$ cat src/rtl/fetch_stage.sv
// Instruction fetch stage: PC sequencing, imem request, and the IF/ID register.
// A one-entry skid buffer absorbs responses that arrive while decode stalls.
module fetch_stage #(
  parameter int              PC_W      = 16,
  parameter int              INSTR_W   = 16,
  parameter logic [PC_W-1:0] RESET_PC  = '0,
  parameter logic [INSTR_W-1:0] NOP_INSTR = '0
) (
  input  logic               clk,
  input  logic               rst_n,
  input  logic               stall,
  input  logic               kill,
  input  logic [1:0]         pc_src,
  input  logic [PC_W-1:0]    jump_target,
  input  logic [PC_W-1:0]    branch_target,
  input  logic [PC_W-1:0]    return_addr,
  output logic               imem_req,
  output logic [PC_W-1:0]    imem_addr,
  input  logic               imem_ready,
  input  logic [INSTR_W-1:0] imem_rdata,
  output logic [INSTR_W-1:0] id_instr,
  output logic [PC_W-1:0]    id_pc,
  output logic [PC_W-1:0]    id_pc_plus1,
  output logic               id_valid,
  output logic [PC_W-1:0]    pc
);

  typedef enum logic [1:0] {
    BOOT,
    FETCH,
    HOLD,
    DROP
  } state_t;

  state_t               state;
  logic [INSTR_W-1:0]   skid;
  logic                 skid_vld;
  logic [PC_W-1:0]      drop_addr;
  logic [PC_W-1:0]      pc_inc;
  logic [PC_W-1:0]      redir_pc;

  assign pc_inc = pc + PC_W'(1);

  always_comb begin
    redir_pc = pc_inc;
    unique case (pc_src)
      2'd0: redir_pc = pc_inc;
      2'd1: redir_pc = jump_target;
      2'd2: redir_pc = branch_target;
      2'd3: redir_pc = return_addr;
    endcase
  end

  // Request lines depend only on registered state.
  assign imem_req  = (state == FETCH) || (state == DROP);
  assign imem_addr = (state == DROP) ? drop_addr : pc;

  always_ff @(posedge clk or negedge rst_n) begin
    if (!rst_n) begin
      state       <= BOOT;
      pc          <= RESET_PC;
      skid        <= NOP_INSTR;
      skid_vld    <= 1'b0;
      drop_addr   <= '0;
      id_instr    <= NOP_INSTR;
      id_pc       <= '0;
      id_pc_plus1 <= '0;
      id_valid    <= 1'b0;
    end else begin
      unique case (state)
        BOOT: begin
          if (kill) begin
            id_instr <= NOP_INSTR;
            id_valid <= 1'b0;
            pc       <= redir_pc;
          end
          state <= FETCH;
        end
        FETCH: begin
          if (kill) begin
            id_instr <= NOP_INSTR;
            id_valid <= 1'b0;
            skid_vld <= 1'b0;
            pc       <= redir_pc;
            if (!imem_ready) begin
              drop_addr <= pc;
              state     <= DROP;
            end
          end else if (imem_ready) begin
            if (stall) begin
              skid     <= imem_rdata;
              skid_vld <= 1'b1;
              state    <= HOLD;
            end else begin
              id_instr    <= imem_rdata;
              id_pc       <= pc;
              id_pc_plus1 <= pc_inc;
              id_valid    <= 1'b1;
              pc          <= pc_inc;
            end
          end
        end
        HOLD: begin
          if (kill) begin
            id_instr <= NOP_INSTR;
            id_valid <= 1'b0;
            skid_vld <= 1'b0;
            pc       <= redir_pc;
            state    <= FETCH;
          end else if (!stall) begin
            id_instr    <= skid_vld ? skid : NOP_INSTR;
            id_pc       <= pc;
            id_pc_plus1 <= pc_inc;
            id_valid    <= skid_vld;
            skid_vld    <= 1'b0;
            pc          <= pc_inc;
            state       <= FETCH;
          end
        end
        DROP: begin
          // IF/ID is already flushed here; the stale response is discarded.
          if (kill) pc <= redir_pc;
          if (imem_ready) state <= FETCH;
        end
      endcase
    end
  end

endmodule

$ cat config.mk
export PLATFORM = sky130hd
export DESIGN_NAME = fetch_stage
export DESIGN_NICKNAME = d
export VERILOG_FILES = /design/src/rtl/fetch_stage.sv
export SDC_FILE = /design/constraint.sdc
export NUM_CORES = 1
export LEC_CHECK = 0
export ABC_AREA = 1
export BUFFER_PORTS_ARGS = -buffer_cell sky130_fd_sc_hd__buf_4
export CORE_UTILIZATION = 45
export DETAILED_ROUTE_END_ITERATION = 10
export GPL_ROUTABILITY_DRIVEN = 0
export PLACE_DENSITY = 0.71
export RECOVER_POWER = 50
export SLEW_MARGIN = 30
export SYNTH_ARGS = -nofsm -noshare
export SYNTH_HDL_FRONTEND = slang
export SYNTH_SLANG_ARGS = --single-unit
$ cat constraint.sdc
create_clock -name clk -period 2.3 [get_ports clk]
set_clock_uncertainty 0.05 [all_clocks]
set_input_delay 0.46 -clock clk [delete_from_list [all_inputs] [get_ports clk]]
set_output_delay 0.46 -clock clk [all_outputs]
set_load 0.02 [all_outputs]
==> out/qor.csv, run 1 <==
metric,value,unit
status,completed,
grt_util_all_layers,25.9,%
worstSetupStartpointType,flip-flop,
ir_worst_vdd,0.714,mV
setup_viol,0,
grt_pass1_wl,23800,µm
cp.required,1.79,ns
clockRootBuffer,clkbuf_16,
synth-seq-area-share,48.2,%
nFillCells,1075,
r2r_cells,9,
hold_path_class,input pin to async pin,
numCtsBuffers,9,
layout-drive-gt1-share,18.9,%
design.core.area,11000,µm²
synth.distinct_cells,29,
synthToLayoutAreaGrowth,27.3,%
dp_slack,0.197,ns
p_per_area,1480,nW/µm²
yosys_warnings,0,
drc_errors,0,
clockBufferDepth,2,
max_slew.worst_pin.slew,1.17,ns
die_x,109,µm
max_cap_viol_count,0,
grt_max_degree,47,
portBuffers,152,
rows,38,
antenna_found_initial,0,
syn_avg_cell_area,7.57,µm²
hold_violations,0,
final.period_utilization,95.3,%
fin_util,60.0,%
cts_tree,yes,
cp-endpoint,imem_addr[11],
clock-sinks,100,
ios,153,
dp_cells,959,
path_max_fanout,30,
initial_core_util,47.1,%
fmax,456,MHz
drt-vias-per-instance,5.24,
postRouteAntennaNets,0,
multi_input_area,2230,µm²
p_leak,3.44,nW
syn-num-nets,762,
crit_arrival,1.68,ns
place_hpwl,10900,µm
timing.slew.headroom,21.9,%
cp-end-kind,primary output,
die_area,12000,µm²
die_h,109,µm
crit_start,state[0]$_DFFE_PN0P_,
drt_iter0_drc,355,
layout.cells.non_filler,978,
fin_crit,2.19,ns
vias,5127,
final_nets,909,
rsz0062_at_grt,false,
worst_hold_slack,0.280,ns
synth-seq-cells,100,
htreeDepth,3,
reg2reg_slack,0.24,ns
register_area,2500,µm²
drt-pass1-iter-count,5,
rr_startpoint,state[1]$_DFFE_PN0P_,
setup_ws,0.107,ns
synth.cell_area,5200,µm²
report.final.slew_viol_count,0,
finalSetupTns,0,ns
routed_wl,14800,µm
insertion_delay,0.35,ns
crit_type,flip-flop to primary output,
reg2reg_to,id_instr[8]$_DFFE_PN0P_,
grt_pass1_vias,4921,
grt_overflow,0,
routedWlPerCell,15.1,µm
clkTransAtPathRegs,0.07,ns
n_antenna_cell,0,
synthCells,686,
-- metrics by stage --
stage | instance area, µm² | total power, mW
floorplan | 5200 | 6.34
global placement | 6460 | 8.27
detailed placement | 6460 | 8.44
CTS | 6760 | 9.96
global route | 6610 | 10.5
finish | 6610 | 9.82
-- worst min path at each step --
| stage | start | to | slack [ns] | cells past startpoint |
|---|---|---|---|---|
| after floorplan | rst_n | drop_addr[0]$_DFFE_PN0P_ | 0.11 | 0 |
| after global placement | drop_addr[12]$_DFFE_PN0P_ | drop_addr[12]$_DFFE_PN0P_ | 0.42 | 2 |
| after detailed placement | id_pc[0]$_DFFE_PN0P_ | id_pc[0]$_DFFE_PN0P_ | 0.42 | 2 |
| after CTS | rst_n | id_instr[13]$_DFFE_PN0P_ | 0.09 | 1 |
| after global routing | imem_rdata[10] | skid[10]$_DFFE_PN0P_ | 0.37 | 3 |
| final | rst_n | skid[1]$_DFFE_PN0P_ | 0.28 | 1 |
-- cells by family after synthesis --
family / synth area share (%)
simple gates: 25.9
compound gates: 14.5
buf+inv: 8.98
flops: 48.2
xor+xnor: 1.18
fa+ha+maj: 1.20
-- layout by cell type (no fill, tap or decap), drive strengths merged, types with 3 or more instances in the layout --
master,synthesis,layout
o21a,3,3
clkbuf,12,55
inv,78,81
clkinv,1,3
dfrtp,100,100
nand3,47,47
o22ai,16,16
nand4,5,5
a21oi,21,21
nand2,242,242
o21ai,101,101
xor2,6,6
ha,5,5
nor2,25,25
buf,20,123
-- metal layers --
metal  routed length [µm]  up-vias  GRT usage, %
met5                    0        -             0
met4                  244        0          7.62
met3                  960       22          4.21
met2                 6840      206          41.2
met1                 6760     2409          36.4
li1                     -     2490             -
-- flip-flops by register name, indices dropped and copies added (netlist names) --
signal,cells
state,2
id_valid,1
skid,16
drop_addr,16
id_pc_plus1,16
id_pc,16
id_instr,16
skid_vld,1
pc,16
-- power breakdown --
group | switching, mW | leakage, nW | internal [mW]
Clock | 0.713 | 0.142 | 0.783
Sequential | 0.619 | 1.27 | 2.58
Combinational | 3.36 | 2.02 | 1.76
Total | 4.69 | 3.44 | 5.12
-- cell type report --
cell class / instances / share of cell area (%)
Timing Repair Buffer: 168 / 16.9
Sequential cell: 100 / 37.8
Inverter: 79 / 4.48
Tap cell: 140 / 2.65
Multi-Input combinational cell: 475 / 33.7
Clock buffer: 10 / 3.61
Clock inverter: 6 / 0.813
-- cell usage after synthesis --
| cell type | instances | share of area (%) |
|---|---|---|
| nand2_1 | 241 | 17 |
| dfrtp_1 | 100 | 48 |
| o21ai_0 | 82 | 7.9 |
| inv_1 | 73 | 5.3 |
| nand3_1 | 46 | 4.4 |
| a21oi_1 | 21 | 2.0 |
| nor2_1 | 18 | 1.3 |
| o21ai_1 | 17 | 1.6 |
| o22ai_1 | 16 | 1.9 |
| buf_2 | 13 | 1.3 |
| clkbuf_1 | 12 | 0.87 |
| nor2_4 | 6 | 1.3 |
| xor2_1 | 6 | 1.0 |
| buf_4 | 5 | 0.72 |
| ha_1 | 5 | 1.2 |
| inv_2 | 5 | 0.36 |
| nand4_1 | 5 | 0.60 |
| o21a_1 | 3 | 0.43 |
| buf_6 | 2 | 0.43 |
| clkinv_1 | 1 | 0.072 |
| nand2_2 | 1 | 0.12 |
| nand3_2 | 1 | 0.19 |
| nand3b_1 | 1 | 0.14 |
| nor2_2 | 1 | 0.12 |
| nor3_4 | 1 | 0.31 |
| o211ai_1 | 1 | 0.14 |
| o21ai_2 | 1 | 0.17 |
| o21ai_4 | 1 | 0.31 |
| xnor2_1 | 1 | 0.17 |
-- worst max-delay path, stage by stage, from the launching register on --
cell     delay [ns]
dfrtp_1        0.43
ha_1           0.26
buf_4          0.23
o21ai_0        0.23
buf_4          0.18
-- what timing repair did --
item	CTS	global route
resized for setup	0	0
hold buffers	0	0
buffers inserted	0	3
endpoints found under the hold margin	0	0
setup endpoints to repair	0	12
No activity file was read; power rests on OpenSTA's default activity.
==> inputs of run 2 (changes only) <==
--- a/config.mk
+++ b/config.mk
@@ -7,10 +7,12 @@
 export LEC_CHECK = 0
 export ABC_AREA = 1
 export BUFFER_PORTS_ARGS = -buffer_cell sky130_fd_sc_hd__buf_4
-export CORE_UTILIZATION = 45
+export CELL_PAD_IN_SITES_DETAIL_PLACEMENT = 1
+export CELL_PAD_IN_SITES_GLOBAL_PLACEMENT = 1
+export CORE_UTILIZATION = 37
 export DETAILED_ROUTE_END_ITERATION = 10
 export GPL_ROUTABILITY_DRIVEN = 0
-export PLACE_DENSITY = 0.71
+export PLACE_DENSITY_LB_ADDON = 0.1
 export RECOVER_POWER = 50
 export SLEW_MARGIN = 30
 export SYNTH_ARGS = -nofsm -noshare
==> run 2 against run 1 <==
  * Cell count is 3.3% higher
  * Sequential share of layout area is 0.19 points lower
  * Critical path depth stayed put
  * Power is 1.1% higher
  * Global-route usage is 1.7 points lower
  * First-iteration DRC count is 25% lower
  * Maximum frequency is 0.24% lower
  * Sequential power hardly changed
  * Combinational power is 2% lower
==> out/qor.csv, run 2 (synthesis results as in run 1) <==
metric,value,unit
status,completed,
die_h,121,µm
fin_crit,2.20,ns
nFillCells,1741,
max_cap_viol_count,0,
max_slew.worst_pin.slew,1.07,ns
drt_iter0_drc,266,
routedWlPerCell,16.4,µm
grt_max_degree,51,
place_hpwl,12400,µm
worstSetupStartpointType,flip-flop,
die_x,121,µm
vias,5020,
clockBufferDepth,2,
worst_hold_slack,0.185,ns
drc_errors,0,
clkTransAtPathRegs,0.07,ns
total_power,9.93,mW
timing.slew.headroom,28.9,%
final.period_utilization,95.6,%
drt-pass1-iter-count,4,
r2r_cells,9,
grt_pass1_wl,27200,µm
cp-end-kind,primary output,
routed_wl,16500,µm
grt_util_all_layers,24.1,%
n_antenna_cell,0,
hold_path_class,input pin to async pin,
cp.required,1.79,ns
crit_type,flip-flop to primary output,
grt_pass1_vias,5281,
rsz0062_at_grt,false,
report.final.slew_viol_count,0,
cts_tree,yes,
final_cell_mix,"241 x nand2_1, 121 x buf_4, 100 x dfrtp_1, 80 x o21ai_0, 73 x inv_1",
fmax,455,MHz
ir_worst_vdd,0.521,mV
holdBufCountCts,0,
design.core.area,13500,µm²
ios,153,
synthToLayoutAreaGrowth,27.9,%
p_per_area,1490,nW/µm²
register_area,2500,µm²
hold_violations,0,
antenna_found_initial,0,
die_area,14500,µm²
initial_core_util,38.6,%
crit_arrival,1.69,ns
rows,42,
postRouteAntennaNets,0,
htreeDepth,3,
drt-vias-per-instance,4.97,
multi_input_area,2230,µm²
layout-drive-gt1-share,18.6,%
p_leak,3.43,nW
dp_cells,995,
layout.cells.non_filler,1010,
clock-sinks,100,
grt_overflow,0,
setup_viol,0,
numCtsBuffers,9,
clockRootBuffer,clkbuf_16,
layout_commonest_cell,nand2_1,
portBuffers,152,
insertion_delay,0.35,ns
finalSetupTns,0,ns
path_max_fanout,33,
final_nets,906,
-- run 2: what timing repair did --
item                       in CTS  in global routing
setup endpoints to repair       0                  2
resized for setup               0                  2
buffers inserted                0                  0
-- run 2: path summary, 6_finish.rpt --
check	start	end	slack [ns]
hold / removal	rst_n	skid[7]$_DFFE_PN0P_	0.18
setup reg to reg	state[1]$_DFFE_PN0P_	id_instr[9]$_DFFE_PN0P_	0.29
setup / recovery	state[0]$_DFFE_PN0P_	imem_addr[1]	0.10
min in group clk	imem_rdata[2]	skid[2]$_DFFE_PN0P_	0.34
max in group asynchronous	rst_n	drop_addr[1]$_DFFE_PN0P_	0.44
hold reg to reg	id_pc_plus1[15]$_DFFE_PN0P_	id_pc_plus1[15]$_DFFE_PN0P_	0.44
-- run 2: worst max-delay path: stages (launching register included) --
cell	delay, ns
dfrtp_1	0.42
ha_1	0.22
buf_4	0.23
o21ai_0	0.26
buf_4	0.19
-- run 2: through the flow --
step                      worst slack [ns]  area (µm²)  utilization, %
after floorplan                      0.452        5200               -
after global placement               0.449        6500            48.3
after detailed placement             0.344        6500            48.3
after CTS                           0.0764        6820            50.7
final                                0.102        6650            49.4
after global routing               0.00658        6650            49.4
-- run 2: final cells by class --
| type | instances | share of cell area [%] |
|---|---|---|
| Clock buffer | 10 | 3.60 |
| Timing Repair Buffer | 165 | 16.2 |
| Clock inverter | 5 | 1.28 |
| Sequential cell | 100 | 37.7 |
| Tap cell | 176 | 3.31 |
| Multi-Input combinational cell | 475 | 33.5 |
| Inverter | 79 | 4.46 |
-- run 2: where the power goes --
group	switching, mW	internal, mW	total, mW
Sequential	0.655	2.58	3.23
Clock	0.680	0.983	1.66
Combinational	3.39	1.63	5.03
-- run 2: layer usage --
| metal | share of wire [%] | track usage [%] |
|---|---|---|
| met5 | 0 | 0 |
| met2 | 46 | 38.4 |
| met4 | 1.1 | 7.64 |
| met1 | 47 | 33.5 |
| met3 | 5.5 | 4.10 |
==> inputs of run 3 (changes only) <==
--- a/config.mk
+++ b/config.mk
@@ -5,11 +5,10 @@
 export SDC_FILE = /design/constraint.sdc
 export NUM_CORES = 1
 export LEC_CHECK = 0
-export ABC_AREA = 1
-export BUFFER_PORTS_ARGS = -buffer_cell sky130_fd_sc_hd__buf_4
+export BUFFER_PORTS_ARGS = -buffer_cell sky130_fd_sc_hd__clkbuf_2
 export CELL_PAD_IN_SITES_DETAIL_PLACEMENT = 1
 export CELL_PAD_IN_SITES_GLOBAL_PLACEMENT = 1
-export CORE_UTILIZATION = 37
+export CORE_UTILIZATION = 40
 export DETAILED_ROUTE_END_ITERATION = 10
 export GPL_ROUTABILITY_DRIVEN = 0
 export PLACE_DENSITY_LB_ADDON = 0.1
==> run 3 against run 2 <==
  * Critical path depth is 3 higher
  * Die area fell by 7.8%
  * Synthesized cell count decreased by 34%
  * Sequential power about the same
  * Largest power group unchanged
  * Non-clock buffer count rose by 27
  * Largest cell class unchanged
  * Critical path type is now flip-flop to flip-flop
  * Combinational power is 6.4% higher
  * Area after synthesis down 0.51%
  * Setup slack gained 0.019 ns
  * Sequential cell count unchanged
==> out/qor.csv, run 3 <==
metric,value,unit
htreeDepth,3,
reg2reg_slack,0.12,ns
path_max_fanout,10,
portBuffers,152,
reg2reg_to,pc[2]$_DFFE_PN0P_,
synthTopCellsByArea,"dfrtp_1 48%, mux2_2 20%, a22oi_1 3.0%",
final_nets,695,
max_cap_viol_count,0,
layout-drive-gt1-share,42.9,%
drt-pass1-iter-count,4,
power_switching,4.37,mW
crit_start,state[0]$_DFFE_PN0P_,
p_per_area,1540,nW/µm²
status,completed,
dp_slack,0.150,ns
synth_common_cells,"100 x dfrtp_1, 90 x mux2_2, 30 x nand2_1, 25 x o21ai_0, 22 x a21oi_1",
rr_startpoint,state[0]$_DFFE_PN0P_,
synthFlopType,dfrtp_1,
cts_setup_buffers,0,
clock_power_share,15.4,%
synth_most_common_cell,dfrtp_1,
swShare,43.3,%
synth_top_area_cell,dfrtp_1,
hold_violations,0,
worstSetupStartpointType,flip-flop,
clockRootBuffer,clkbuf_16,
synthCells,455,
yosysTopAreaCellShare,48.4,%
cp-end-kind,flip-flop,
ios,153,
holdBufCountCts,0,
syn-num-nets,531,
report.final.slew_viol_count,0,
drt-vias-per-instance,5.42,
synth.cell_area,5170,µm²
clockBufferDepth,2,
fmax,459,MHz
final.period_utilization,94.8,%
timing.slew.headroom,29.2,%
crit_type,flip-flop to flip-flop,
finalSetupTns,0,ns
pwr-share-comb,53.0,%
yosys_warnings,0,
cp.required,2.50,ns
total_power,10.1,mW
routed_wl,14900,µm
cts_tree,yes,
cts-resized-gates,0,
grt_pass1_wl,23600,µm
layout_commonest_cell,clkbuf_2,
grt_max_degree,39,
vias,4312,
fin_crit,2.18,ns
nFillCells,1458,
initial_core_util,41.0,%
postRouteAntennaNets,0,
rsz0062_at_grt,false,
routedWlPerCell,18.8,µm
clock-sinks,100,
ir_worst_vdd,0.687,mV
fin_util,51.9,%
insertion_delay,0.34,ns
n_antenna_cell,0,
drt_iter0_drc,101,
design.core.area,12600,µm²
pwr-share-seq,31.7,%
max_slew.worst_pin.slew,1.06,ns
numCtsBuffers,9,
antenna_found_initial,0,
final_cell_mix,"114 x clkbuf_2, 100 x dfrtp_1, 90 x mux2_2, 40 x clkbuf_1, 36 x buf_4",
synth-seq-cells,100,
hold_path_class,input pin to async pin,
crit_arrival,2.38,ns
r2r_cells,7,
drc_errors,0,
setup_viol,0,
synth.distinct_cells,46,
synthToLayoutAreaGrowth,26.6,%
cp-endpoint,pc[2]$_DFFE_PN0P_,
die_area,13400,µm²
synth-seq-area-share,48.4,%
die_h,116,µm
grt_util_all_layers,23.3,%
async_flop_share,100,%
synth-edff-count,0,
internal-power,5.74,mW
setup_ws,0.120,ns
syn_avg_cell_area,11.4,µm²
grt_pass1_vias,4613,
die_x,116,µm
clkTransAtPathRegs,0.07,ns
p_leak,2.94,nW
rows,41,
place_hpwl,10800,µm
grt_overflow,0,
==> run 3: critical path, cell delays in order, from the launching register on <==
cell      delay [ns]
dfrtp_1         0.37
inv_1           0.09
ha_1            0.38
nor2b_1         0.19
or2_2           0.34
buf_4           0.19
and3_1          0.19
a221oi_1        0.27
==> run 3: final cells by class <==
type / instances / area (µm²) / share of cell area (%)
repair buffers: 192 / 1030 / 15.8
well taps: 172 / 215 / 3.29
flip-flops and latches: 100 / 2500 / 38.2
clock inverters: 6 / 71.3 / 1.09
multi-input cells: 311 / 2480 / 37.9
inverters: 5 / 18.8 / 0.287
clock buffers: 9 / 225 / 3.44
==> run 3: worst min-delay path by stage <==
stage,slack (ns),from,cells past startpoint,to
after floorplan,0.11,rst_n,0,drop_addr[0]$_DFFE_PN0P_
after global placement,0.41,id_instr[3]$_DFFE_PN0P_,2,id_instr[3]$_DFFE_PN0P_
after detailed placement,0.42,id_instr[6]$_DFFE_PN0P_,2,id_instr[6]$_DFFE_PN0P_
after CTS,0.08,rst_n,1,id_pc[0]$_DFFE_PN0P_
after global routing,0.30,imem_rdata[15],2,skid[15]$_DFFE_PN0P_
final,0.24,rst_n,1,id_pc[0]$_DFFE_PN0P_
==> run 3: cell families (layout without fill, tap and decap cells) <==
group | Yosys count | after routing | share of synthesized area, %
mux | 102 | 102 | 21.9
buf+inv | 44 | 212 | 3.75
compound gates | 106 | 106 | 13.8
fa+ha+maj | 5 | 5 | 1.21
simple gates | 84 | 84 | 8.54
xor+xnor | 14 | 14 | 2.37
flops | 100 | 100 | 48.4
==> run 3: layer usage <==
metal / up-vias / wire length (µm) / GRT usage [%]
met5: - / 0 / 0
met4: 0 / 237 / 8.29
met3: 17 / 739 / 4.29
met2: 121 / 7540 / 40.5
met1: 2184 / 6400 / 29.1
li1: 1990 / - / -
==> run 3: power by group through the flow <==
stage                     Clock (mW)  Combinational (mW)  Sequential [mW]
after floorplan                    0                2.87             3.83
after global placement             0                5.35             3.19
after detailed placement           0                5.50             3.24
after CTS                       1.59                5.54             3.22
after global routing            1.66                5.80             3.32
final                           1.55                5.35             3.20
==> run 3: per-stage QoR <==
stage               hold slack (ns)  cells  area, µm²
finish                        0.245    795       6550
global route                  0.303    795       6550
CTS                          0.0797    795       6630
detailed placement            0.420    780       6330
global placement              0.415    780       6330
floorplan                     0.114    455       5170
